==> config.mk <==
export PLATFORM = sky130hd
export DESIGN_NAME = pm_matrix_responder_flat
export DESIGN_NICKNAME = d
export VERILOG_FILES = /design/src/rtl/pm_pkg.sv /design/src/rtl/pm_matrix_responder_if.sv /design/src/rtl/pm_pixel.sv /design/src/rtl/pm_matrix_responder.sv /design/src/flat_wrapper.sv
export SDC_FILE = /design/constraint.sdc
export NUM_CORES = 1
export LEC_CHECK = 0
export BUFFER_PORTS_ARGS = -buffer_cell sky130_fd_sc_hd__buf_2
export CAP_MARGIN = 20
export CELL_PAD_IN_SITES_DETAIL_PLACEMENT = 1
export CELL_PAD_IN_SITES_GLOBAL_PLACEMENT = 2
export CORE_ASPECT_RATIO = 1.5
export CORE_MARGIN = 4
export CORE_UTILIZATION = 34
export DETAILED_ROUTE_END_ITERATION = 8
export HOLD_SLACK_MARGIN = 0.06
export PLACE_DENSITY = 0.85
export REMOVE_ABC_BUFFERS = 1
export SLEW_MARGIN = 30
export SYNTH_ARGS = -nofsm -noshare
export SYNTH_HDL_FRONTEND = slang
export SYNTH_HIERARCHICAL = 1
export SYNTH_SLANG_ARGS = --single-unit
==> constraint.sdc <==
create_clock -name clk -period 2.7 [get_ports clk]
set_clock_uncertainty 0.1 [all_clocks]
set_input_delay 0.405 -clock clk [delete_from_list [all_inputs] [get_ports clk]]
set_output_delay 0.405 -clock clk [all_outputs]
set_load 0.03 [all_outputs]
==> src/rtl/pm_pkg.sv <==
// Shared constants and types for the pixel-matrix responder.
package pm_pkg;

   // Width of the per-pixel configuration latch and the meaning of its bits
   localparam int unsigned CFG_W           = 2;
   localparam int unsigned CFG_MASK_STROBE = 0;
   localparam int unsigned CFG_MASK_HIT    = 1;

   // Fibonacci taps 16,14,13,11 in right-shift form: state bits 0,2,3,5 feed bit 15
   localparam logic [15:0] LFSR_TAPS = 16'h002D;

   typedef enum logic {
      PM_COUNT = 1'b0,
      PM_SHIFT = 1'b1
   } pm_mode_e;

   function automatic logic [15:0] lfsr_next(input logic [15:0] cur);
      return {^(cur & LFSR_TAPS), cur[15:1]};
   endfunction

endpackage

==> src/rtl/pm_matrix_responder_if.sv <==
// Pixel-matrix control bundle written by the pm_ctrl register master.
interface soc_pm_ctrl;

   logic res;
   logic shA;
   logic shB;
   logic clkSh;
   logic strobe;
   logic gate;
   logic write_cfg;

   modport master (output res, shA, shB, clkSh, strobe, gate, write_cfg);
   modport slave  (input  res, shA, shB, clkSh, strobe, gate, write_cfg);

endinterface

==> src/rtl/pm_pixel.sv <==
// One pixel: counter/shift register plus configuration latch.
// Build option PM_CNT_SAT_EN makes increments saturate instead of wrapping.
module pm_pixel
   import pm_pkg::*;
#(
   parameter int unsigned CNT_W = 8
) (
   input  logic             clk,
   input  logic             rst,
   input  logic             shift_en,
   input  logic             shift_in,
   input  logic [1:0]       inc,
   input  logic             load_en,
   input  logic [CNT_W-1:0] load_val,
   input  logic             cfg_wr,
   output logic [CNT_W-1:0] cnt,
   output logic [CFG_W-1:0] cfg
);

   logic [CNT_W-1:0] cnt_q, cnt_d;
   logic [CFG_W-1:0] cfg_q, cfg_d;
   logic [CNT_W-1:0] inc_val;

`ifdef PM_CNT_SAT_EN
   // Extra bit catches the carry; any carry clamps to all-ones
   logic [CNT_W:0] sum;
   assign sum     = {1'b0, cnt_q} + (CNT_W + 1)'(inc);
   assign inc_val = sum[CNT_W] ? '1 : sum[CNT_W-1:0];
`else
   assign inc_val = cnt_q + CNT_W'(inc);
`endif

   // Next counter value: shift beats load beats increment
   always_comb begin
      cnt_d = cnt_q;
      if (shift_en) begin
         cnt_d = {cnt_q[CNT_W-2:0], shift_in};
      end else if (load_en) begin
         cnt_d = load_val;
      end else if (inc != 2'd0) begin
         cnt_d = inc_val;
      end
   end

   // Config latches the pre-update counter value
   always_comb begin
      cfg_d = cfg_q;
      if (cfg_wr) begin
         cfg_d = cnt_q[CFG_W-1:0];
      end
   end

   // Counter and config state
   always_ff @(posedge clk or posedge rst) begin
      if (rst) begin
         cnt_q <= '0;
         cfg_q <= '0;
      end else begin
         cnt_q <= cnt_d;
         cfg_q <= cfg_d;
      end
   end

   assign cnt = cnt_q;
   assign cfg = cfg_q;

endmodule

==> src/rtl/pm_matrix_responder.sv <==
// Pixel-matrix responder: a column of pixels driven by the pm_ctrl bits.
// Control edges are detected against a one-cycle history; hits are synchronised first.
// Build option PM_CNT_SAT_EN (in pm_pixel) selects saturating increments.
module pm_matrix_responder
   import pm_pkg::*;
#(
   parameter int unsigned PIXELS    = 4,
   parameter int unsigned CNT_W     = 8,
   parameter logic [15:0] LFSR_SEED = 16'hACE1
) (
   input  logic                    clk,
   input  logic                    rst,
   soc_pm_ctrl.slave               pm_ctrl,
   input  logic [PIXELS-1:0]       hit_i,
   input  logic                    sh_din,
   output logic                    sh_dout,
   output logic [PIXELS-1:0]       mask_o,
   output logic [PIXELS*CNT_W-1:0] cnt_o
);

   // res and shB have no function in this column
   logic unused_ctrl;
   assign unused_ctrl = ^{pm_ctrl.res, pm_ctrl.shB};

   logic        clksh_q, strobe_q, gate_q, wcfg_q;
   pm_mode_e    mode_q, mode_d;
   logic [15:0] lfsr_q;
   logic [PIXELS-1:0] hit_s1_q, hit_s2_q, hit_h_q;

   logic clksh_rise, strobe_rise, gate_fall, wcfg_rise;
   logic shift_en, load_en, count_en;
   logic [PIXELS-1:0] hit_rise;

   logic [CNT_W-1:0] cnt_arr   [PIXELS];
   logic [CFG_W-1:0] cfg_arr   [PIXELS];
   logic [1:0]       inc_arr   [PIXELS];
   logic             chain_in  [PIXELS];

   // Control edge history, mode register and hit synchronisers
   always_ff @(posedge clk or posedge rst) begin
      if (rst) begin
         clksh_q  <= 1'b0;
         strobe_q <= 1'b0;
         gate_q   <= 1'b0;
         wcfg_q   <= 1'b0;
         mode_q   <= PM_COUNT;
         hit_s1_q <= '0;
         hit_s2_q <= '0;
         hit_h_q  <= '0;
      end else begin
         clksh_q  <= pm_ctrl.clkSh;
         strobe_q <= pm_ctrl.strobe;
         gate_q   <= pm_ctrl.gate;
         wcfg_q   <= pm_ctrl.write_cfg;
         mode_q   <= mode_d;
         hit_s1_q <= hit_i;
         hit_s2_q <= hit_s1_q;
         hit_h_q  <= hit_s2_q;
      end
   end

   // Pattern LFSR free-runs every cycle
   always_ff @(posedge clk or posedge rst) begin
      if (rst) begin
         lfsr_q <= LFSR_SEED;
      end else begin
         lfsr_q <= lfsr_next(lfsr_q);
      end
   end

   // Edge detection and mode-qualified enables
   always_comb begin
      mode_d      = pm_ctrl.shA ? PM_SHIFT : PM_COUNT;
      clksh_rise  = pm_ctrl.clkSh & ~clksh_q;
      strobe_rise = pm_ctrl.strobe & ~strobe_q;
      gate_fall   = ~pm_ctrl.gate & gate_q;
      wcfg_rise   = pm_ctrl.write_cfg & ~wcfg_q;
      hit_rise    = hit_s2_q & ~hit_h_q;
      shift_en    = (mode_q == PM_SHIFT) & clksh_rise;
      load_en     = (mode_q == PM_COUNT) & gate_fall;
      // A gate-fall load wins over any increment in the same cycle
      count_en    = (mode_q == PM_COUNT) & ~gate_fall;
   end

   // Per-pixel increment: strobe and hit each contribute one
   always_comb begin
      for (int i = 0; i < PIXELS; i++) begin
         inc_arr[i] = {1'b0, count_en & strobe_rise & ~cfg_arr[i][CFG_MASK_STROBE]}
                    + {1'b0, count_en & hit_rise[i] & pm_ctrl.gate & ~cfg_arr[i][CFG_MASK_HIT]};
      end
   end

   for (genvar g = 0; g < PIXELS; g++) begin : g_pixel
      if (g == 0) begin : g_head
         assign chain_in[g] = sh_din;
      end else begin : g_link
         assign chain_in[g] = cnt_arr[g-1][CNT_W-1];
      end

      pm_pixel #(
         .CNT_W (CNT_W)
      ) u_pixel (
         .clk      (clk),
         .rst      (rst),
         .shift_en (shift_en),
         .shift_in (chain_in[g]),
         .inc      (inc_arr[g]),
         .load_en  (load_en),
         .load_val (lfsr_q[CNT_W-1:0] ^ CNT_W'(g)),
         .cfg_wr   (wcfg_rise),
         .cnt      (cnt_arr[g]),
         .cfg      (cfg_arr[g])
      );

      assign cnt_o[g*CNT_W +: CNT_W] = cnt_arr[g];
      assign mask_o[g]               = cfg_arr[g][CFG_MASK_STROBE];
   end

   assign sh_dout = cnt_arr[PIXELS-1][CNT_W-1];

endmodule

==> src/flat_wrapper.sv <==
// flat-port wrapper written by rule: the top's interface ports become plain ports
module pm_matrix_responder_flat import pm_pkg::*;
#(
   parameter int unsigned PIXELS    = 4,
   parameter int unsigned CNT_W     = 8,
   parameter logic [15:0] LFSR_SEED = 16'hACE1
)
  (clk, rst, hit_i, sh_din, sh_dout, mask_o, cnt_o, pm_ctrl_res, pm_ctrl_shA, pm_ctrl_shB, pm_ctrl_clkSh, pm_ctrl_strobe, pm_ctrl_gate, pm_ctrl_write_cfg);
  soc_pm_ctrl pm_ctrl_i ();
  input  logic clk;
  input  logic rst;
  input  logic [PIXELS-1:0] hit_i;
  input  logic sh_din;
  output logic sh_dout;
  output logic [PIXELS-1:0] mask_o;
  output logic [PIXELS*CNT_W-1:0] cnt_o;
  input wire logic [$bits(pm_ctrl_i.res)-1:0] pm_ctrl_res;
  input wire logic [$bits(pm_ctrl_i.shA)-1:0] pm_ctrl_shA;
  input wire logic [$bits(pm_ctrl_i.shB)-1:0] pm_ctrl_shB;
  input wire logic [$bits(pm_ctrl_i.clkSh)-1:0] pm_ctrl_clkSh;
  input wire logic [$bits(pm_ctrl_i.strobe)-1:0] pm_ctrl_strobe;
  input wire logic [$bits(pm_ctrl_i.gate)-1:0] pm_ctrl_gate;
  input wire logic [$bits(pm_ctrl_i.write_cfg)-1:0] pm_ctrl_write_cfg;
  assign pm_ctrl_i.res = pm_ctrl_res;
  assign pm_ctrl_i.shA = pm_ctrl_shA;
  assign pm_ctrl_i.shB = pm_ctrl_shB;
  assign pm_ctrl_i.clkSh = pm_ctrl_clkSh;
  assign pm_ctrl_i.strobe = pm_ctrl_strobe;
  assign pm_ctrl_i.gate = pm_ctrl_gate;
  assign pm_ctrl_i.write_cfg = pm_ctrl_write_cfg;
  pm_matrix_responder #(.PIXELS(PIXELS), .CNT_W(CNT_W), .LFSR_SEED(LFSR_SEED)) u_core (.clk(clk), .rst(rst), .pm_ctrl(pm_ctrl_i), .hit_i(hit_i), .sh_din(sh_din), .sh_dout(sh_dout), .mask_o(mask_o), .cnt_o(cnt_o));
endmodule
==> metrics.yaml, run 1 <==
power_and_ir_drop:
  combPwrFrac_pct: 34.8
  design_power_total_mw: 4.38
  p_switching_mw: 1.78
  sw_frac_of_total_pct: 40.6
  seqPwrFrac_pct: 38.4
  max-vdd-ir-drop_uv: 351
  clockPowerShare_pct: 26.8
  total_leakage_power_nw: 2.13
  power_density_mw_per_mm2: 898
  intPower_mw: 2.60
clock_network:
  h-tree-depth: 3
  root_buffer: "clkbuf_16"
  cts_tree: "yes"
  numClockSinks: 73
  clock_path_buffers: 2
  numCtsBuffers: 9
  clkTransAtPathRegs_ns: 0.06
  clk_latency_ns: 0.33
floorplan:
  die-area_mm2: 0.0133
  row_count: 47
  core_mm2: 0.0111
  start_util_pct: 35.1
  pin_count: 51
  die_h_um: 139
  fp.dieW_um: 95.5
route:
  antenna_left: 0
  routed_via_density: 5.31
  vias: 3154
  wl_per_cell_um: 19.0
  drt_iter0_markers: 143
  first_pass_iters: 4
  drc: 0
  wl_mm: 11.3
synthesis:
  dominantRegCellSynth: "dfrtp_1"
  ys_async_sr_fraction_pct: 100
  synth_cell_types: 38
  synth_area_per_cell_um2: 10.6
  yosysWarningCount: 6
  syn_inst: 367
  syn_area_mm2: 0.00390
  ys_ff_latch: 73
  synth-edff-count: 0
  seq_area_frac_synth_pct: 47.0
setup_path:
  crit_slowest_cell: "or3b_4"
  cp_data_required_time_ns: 2.83
  crit_fanout: 4
  end_kind: "flop"
  crit_path_start: "u_core/mode_q"
  crit_chain: "or3b_4 -> nor3_2 -> ha_1 -> ha_2 -> inv_2 -> fa_2 -> nor4_4 -> xnor2_1 -> a221oi_2"
  start_kind: "flop"
  r2r-start: "u_core/mode_q"
  crit_type: "reg2reg"
  crit_arrival_ns: 2.81
  slowest_delay_ns: 0.46
final_layout:
  antenna_cells: 0
  syn2layout_area_growth_pct: 24.8
  layout-drive-gt1-share_pct: 36.0
  nets: 472
sta:
  fmax_mhz: 374
  finalMaxSlewViolations: 0
  fin_ws_ns: 0.0250
  rsz0062_at_grt: "true"
  fin_hold_ws_ns: 0.0786
  setup_viol: 0
  hold_viol_final: 0
  tns_ns: 0
  post-route-min-period_ns: 2.68
  worst_pin_slew_ns: 0.496
  fin_crit_sh_pct: 99.1
  max_slew_margin_pct: 66.7
global_route:
  track_usage_pct: 18.1
  grt.overflow.total: 0
  grt_start_max_net_pins: 45
  antenna_found_initial: 0
  grt_pass1_wl_mm: 18.6
  grt_pass1_vias: 3555
hold_path:
  min_from: "hit_i[0]"
  hp-class: "in2reg"
placed_design:
  dpl.hpwl_mm: 7.98
  io_buffers: 48
  globalplace.congestion: 0.847
  post-place-ws_ns: -0.159
run:
  cap_viol_max_count: 0
status:
  status: "completed"
-- cells in the mapped netlist, drive strengths merged (2+ instances only) --
| cell type | number | share of area, % |
|---|---|---|
| and2b | 2 | 0.38 |
| mux2i | 4 | 1.0 |
| nor2 | 17 | 1.9 |
| fa | 4 | 2.1 |
| mux2 | 8 | 2.3 |
| nor3 | 20 | 3.6 |
| dfstp | 8 | 5.4 |
| and4 | 4 | 0.90 |
| o21ai | 36 | 4.6 |
| a21oi | 16 | 2.1 |
| o2bb2a | 4 | 1.2 |
| o311ai | 4 | 0.90 |
| o22ai | 4 | 0.64 |
| nor4 | 8 | 4.4 |
| buf | 9 | 1.5 |
| nor4b | 4 | 0.90 |
| ha | 12 | 3.8 |
| xor2 | 5 | 1.1 |
| nand3 | 12 | 2.1 |
| a21o | 8 | 1.5 |
| a22o | 4 | 0.90 |
| a221oi | 8 | 2.4 |
| inv | 39 | 3.7 |
| a31oi | 4 | 0.64 |
| dfrtp | 65 | 42 |
| nand2 | 33 | 3.2 |
| o211ai | 8 | 1.5 |
| xnor2 | 14 | 3.1 |
-- cell families after synthesis --
family,count (synthesis),share of synthesized area [%]
fa+ha+maj,16,5.90
mux,12,3.33
simple gates,103,17.8
buf+inv,48,5.22
compound gates,96,16.4
xor+xnor,19,4.26
flops,73,47.0
-- critical path, delay by kind of cell, from the launching register on --
family	cells	cell delay, ns
compound gates	1	0.27
simple gates	3	0.79
xor+xnor	1	0.15
flops	1	0.40
fa+ha+maj	3	0.80
buf+inv	1	0.04
-- power by group through the flow --
stage          sequential [mW]  combinational (mW)  clock, mW
6_report                  1.68                1.52       1.17
5_1_grt                   1.73                1.67       1.25
4_1_cts                   1.68                1.50       1.21
3_5_place_dp              1.69                1.48          0
3_3_place_gp              1.68                1.44          0
2_1_floorplan             2.01               0.642          0
-- placed cells by master, fill, tap and decap left out, types with 9 or more instances in the layout --
cell and instances:
inv_2 10, buf_2 48, nor2_1 12, o21ai_1 21, nor3_1 12, buf_4 21
dfrtp_1 65, ha_1 9, a21oi_1 16, o21ai_0 15, clkbuf_16 9, xnor2_1 13
nand2_1 33, inv_1 29
-- layout make-up --
cell class | count | area (um^2)
clock buffers | 10 | 229
clock inverters | 6 | 60.1
fillers | 1239 | 6240
inverters | 39 | 146
multi-input cells | 246 | 1950
flip-flops and latches | 73 | 1840
well taps | 147 | 184
repair buffers | 73 | 468
-- routing by layer --
layer | track usage (%) | wire length [um] | part of all wire (%)
met1 | 20.5 | 4360 | 39
met5 | 0 | 0 | 0
met2 | 32.6 | 6270 | 56
met3 | 3.73 | 327 | 2.9
met4 | 6.60 | 329 | 2.9
-- state kept, by name, summed over array words and instances, names as in the netlist --
name	cells
u_core/wcfg_q	1
u_core/strobe_q	1
u_core/g_pixel.u_pixel/cnt	32
u_core/hit_s2_q	4
u_core/clksh_q	1
u_core/lfsr_q	16
u_core/hit_h_q	4
u_core/hit_s1_q	4
u_core/g_pixel.u_pixel/cfg	8
u_core/gate_q	1
u_core/mode_q	1
-- timing repair --
item	in CTS	in global routing
resized for setup	8	23
hold endpoints to repair	42	0
buffers inserted	0	2
pin swaps	0	17
hold buffers	1	0
endpoints found under the setup margin	8	16
-- worst paths after layout --
check                                                    to  slack, ns  cells after the start
setup / recovery           u_core/g_pixel[2].u_pixel/cnt[6]       0.02                      9
hold / removal                           u_core/hit_s1_q[0]       0.08                      1
setup reg to reg           u_core/g_pixel[2].u_pixel/cnt[6]       0.02                      9
hold reg to reg                          u_core/hit_s2_q[2]       0.25                      0
max in group asynchronous                 u_core/lfsr_q[10]       1.45                      4
min in group asynchronous                u_core/hit_s1_q[2]       0.44                      3
-- through the flow --
| step | util [%] | instances | cell area (um^2) |
|---|---|---|---|
| after floorplan | - | 358 | 3850 |
| after global placement | 40.3 | 575 | 4480 |
| after detailed placement | 40.3 | 575 | 4480 |
| after CTS | 43.3 | 592 | 4810 |
| after global routing | 43.8 | 594 | 4870 |
| final | 43.8 | 594 | 4870 |
No activity file was read; power rests on OpenSTA's default activity.
==> run 2: changes to the inputs <==
- CORE_UTILIZATION: 34 -> 33
- PLACE_DENSITY: 0.85 -> 0.84
- SYNTH_HIERARCHICAL: 1 -> default
==> run 2 against run 1 <==
  * Fmax is 1.9% higher
  * Worst setup slack better by 0.051 ns
  * Utilization is 0.45 points lower
  * Worst hold slack worse by 0.0099 ns
  * Clock-buffer cell count stayed put
  * Largest cell class unchanged
  * Largest power group unchanged
  * Highest routed layer unchanged
==> metrics.yaml, run 2 <==
clock_network:
  clkTransAtPathRegs_ns: 0.06
  root_buffer: "clkbuf_16"
  h-tree-depth: 3
  clk_latency_ns: 0.34
  clock_path_buffers: 2
  cts_tree: "yes"
  numClockSinks: 73
  numCtsBuffers: 9
final_layout:
  fill_cells: 1237
  layout-drive-gt1-share_pct: 34.3
  nets: 469
  multiInputGateArea_mm2: 0.00189
  seqCellArea_mm2: 0.00184
  antenna_cells: 0
  fin_cells: 587
  finalInstanceArea_mm2: 0.00482
  mostFrequentLayoutCell: "dfrtp_1"
  final_cell_mix: "dfrtp_1 (65), buf_2 (48), nand2_1 (30), buf_4 (30), a21oi_1 (23)"
  syn2layout_area_growth_pct: 27.3
  largest_reg_flops: 32
setup_path:
  crit_end: "u_core.g_pixel[3].u_pixel.cnt[1]"
  r2r-start: "u_core.mode_q"
  crit_fanout: 3
  start_kind: "flop"
  cp_data_required_time_ns: 2.86
  end_kind: "flop"
  crit_arrival_ns: 2.78
  r2r_setup_slack_ns: 0.08
  crit_path_start: "u_core.mode_q"
  worstRegToRegCells: 13
  crit_type: "reg2reg"
  reg2reg_to: "u_core.g_pixel[3].u_pixel.cnt[1]"
synthesis:
  synthTopCellsByCount: "dfrtp_1 (65), nand2_1 (31), a21oi_1 (24), inv_1 (24)"
  synth-edff-count: 0
  synth_area_leaders: "dfrtp_1 (43%), dfstp_2 (5.5%), ha_1 (5.3%)"
  synth_cell_types: 61
  yosysWarningCount: 0
  syn_inst: 364
  synth_top_area_cell: "dfrtp_1"
  ys_ff_latch: 73
  dominantRegCellSynth: "dfrtp_1"
  synth_most_common_cell: "dfrtp_1"
  seq_area_frac_synth_pct: 48.5
  synth_area_per_cell_um2: 10.4
  synth_top_cell_area_share_pct: 42.9
  ys_async_sr_fraction_pct: 100
  syn_area_mm2: 0.00379
floorplan:
  pin_count: 51
  start_util_pct: 34.1
  die-area_mm2: 0.0133
  die_h_um: 139
  core_mm2: 0.0111
  row_count: 47
  fp.dieW_um: 95.5
sta:
  post-route-min-period_ns: 2.62
  max_slew_margin_pct: 50.5
  fin_crit_sh_pct: 97.2
  hold_viol_final: 0
  setup_viol: 0
  fin_hold_ws_ns: 0.0687
  finalMaxSlewViolations: 0
  fmax_mhz: 381
  worst_pin_slew_ns: 0.742
power_and_ir_drop:
  clockPowerShare_pct: 36.0
  total_leakage_power_nw: 2.16
  seqPwrFrac_pct: 40.7
  sw_frac_of_total_pct: 34.0
  p_switching_mw: 1.17
  power_density_mw_per_mm2: 712
  intPower_mw: 2.27
  max-vdd-ir-drop_uv: 361
  combPwrFrac_pct: 23.3
hold_path:
  hp-class: "in2reg"
placed_design:
  placed_area_mm2: 0.00430
  io_buffers: 48
  place_inst: 566
  globalplace.congestion: 0.792
  dpl.hpwl_mm: 7.85
global_route:
  grt_pass1_wl_mm: 17.7
  grt_start_max_net_pins: 52
  track_usage_pct: 17.7
  antenna_found_initial: 0
  grt.overflow.total: 0
  grt_pass1_vias: 3390
route:
  routed_via_density: 5.25
  wl_mm: 11.5
  first_pass_iters: 4
  drt_iter0_markers: 115
  antenna_left: 0
  vias: 3082
  wl_per_cell_um: 19.6
  drc: 0
run:
  cap_viol_max_count: 0
status:
  status: "completed"
[run 2: changes by cell type after synthesis, sizes merged, moves of 5 or more]
cell and change:
xnor2 -10, nor4 -6, inv -15, buf +9, nand2b +9, nor3 -14
o21a +8, o21ai -13, a21o -5, a21oi +9
[run 2: cell type report]
| class | count | area share, % |
|---|---|---|
| multi-input cells | 245 | 39.2 |
| flip-flops and latches | 73 | 38.1 |
| inverters | 24 | 1.87 |
| clock inverters | 6 | 1.35 |
| clock buffers | 10 | 4.96 |
| well taps | 147 | 3.81 |
| repair buffers | 82 | 10.7 |
[run 2: power by group through the flow]
stage / sequential (mW) / combinational [mW] / clock (mW)
after global placement: 1.39 / 0.720 / 0
after global routing: 1.42 / 0.870 / 1.30
after floorplan: 1.55 / 0.294 / 0
final: 1.40 / 0.800 / 1.24
after CTS: 1.38 / 0.770 / 1.25
after detailed placement: 1.39 / 0.744 / 0
[run 2: worst min-delay path by stage]
stage | startpoint | endpoint | slack, ns | cells past startpoint
3_3_place_gp | u_core.hit_s1_q[3] | u_core.hit_s2_q[3] | 0.23 | 0
6_report | hit_i[2] | u_core.hit_s1_q[2] | 0.07 | 1
5_1_grt | hit_i[0] | u_core.hit_s1_q[0] | 0.07 | 1
3_5_place_dp | u_core.hit_s1_q[1] | u_core.hit_s2_q[1] | 0.24 | 0
4_1_cts | hit_i[2] | u_core.hit_s1_q[2] | 0.06 | 1
2_1_floorplan | u_core.hit_s1_q[0] | u_core.hit_s2_q[0] | 0.23 | 0
[run 2: cell families (layout without fill, tap and decap cells)]
family                   count (synthesis)  count (layout)  synth area share, %
AO/OA/AOI/OAI                          102             102                 18.5
XOR/XNOR                                 9               9                 2.08
adder cells (fa/ha/maj)                 20              20                 7.40
buffers and inverters                   46             122                 6.31
flip-flops                              73              73                 48.5
multiplexers                             5               5                 1.45
AND/OR/NAND/NOR                        109             109                 15.8
[run 2: routing by layer]
metal / wire [um] / vias to the layer above / GRT usage, % / part of all wire, %
met2: 6120 / 53 / 29.1 / 53
met1: 4700 / 1566 / 20.8 / 41
met3: 324 / 20 / 3.62 / 2.8
met5: 0 / - / 0 / 0
met4: 338 / 0 / 10.4 / 2.9
li1: - / 1443 / - / -
[run 2: timing repair]
action	CTS	global route
hold buffers	2	0
pin swaps	3	14
gates resized for setup	9	31
buffers inserted	3	1
endpoints found under the hold margin	23	0
setup endpoints to repair	3	17
[run 2: critical path, cell delays in order (launching register included)]
cell,delay (ns)
dfrtp_1,0.39
buf_4,0.15
nor2b_2,0.13
buf_6,0.14
buf_4,0.10
nand3_1,0.08
inv_1,0.07
ha_1,0.22
ha_1,0.22
inv_1,0.08
fa_2,0.43
o21ai_1,0.13
o21ai_0,0.09
o21ai_1,0.19
[run 2: metrics by stage]
step           util [%]  power, mW  setup TNS (ns)  setup slack [ns]
3_3_place_gp       38.7       2.11          -0.343           -0.0777
5_1_grt            43.4       3.59          -0.158           -0.0465
3_5_place_dp       38.7       2.14           -1.01            -0.261
4_1_cts            42.1       3.40               0           0.00587
6_report           43.4       3.43               0            0.0758
2_1_floorplan         -       1.85               0             0.135
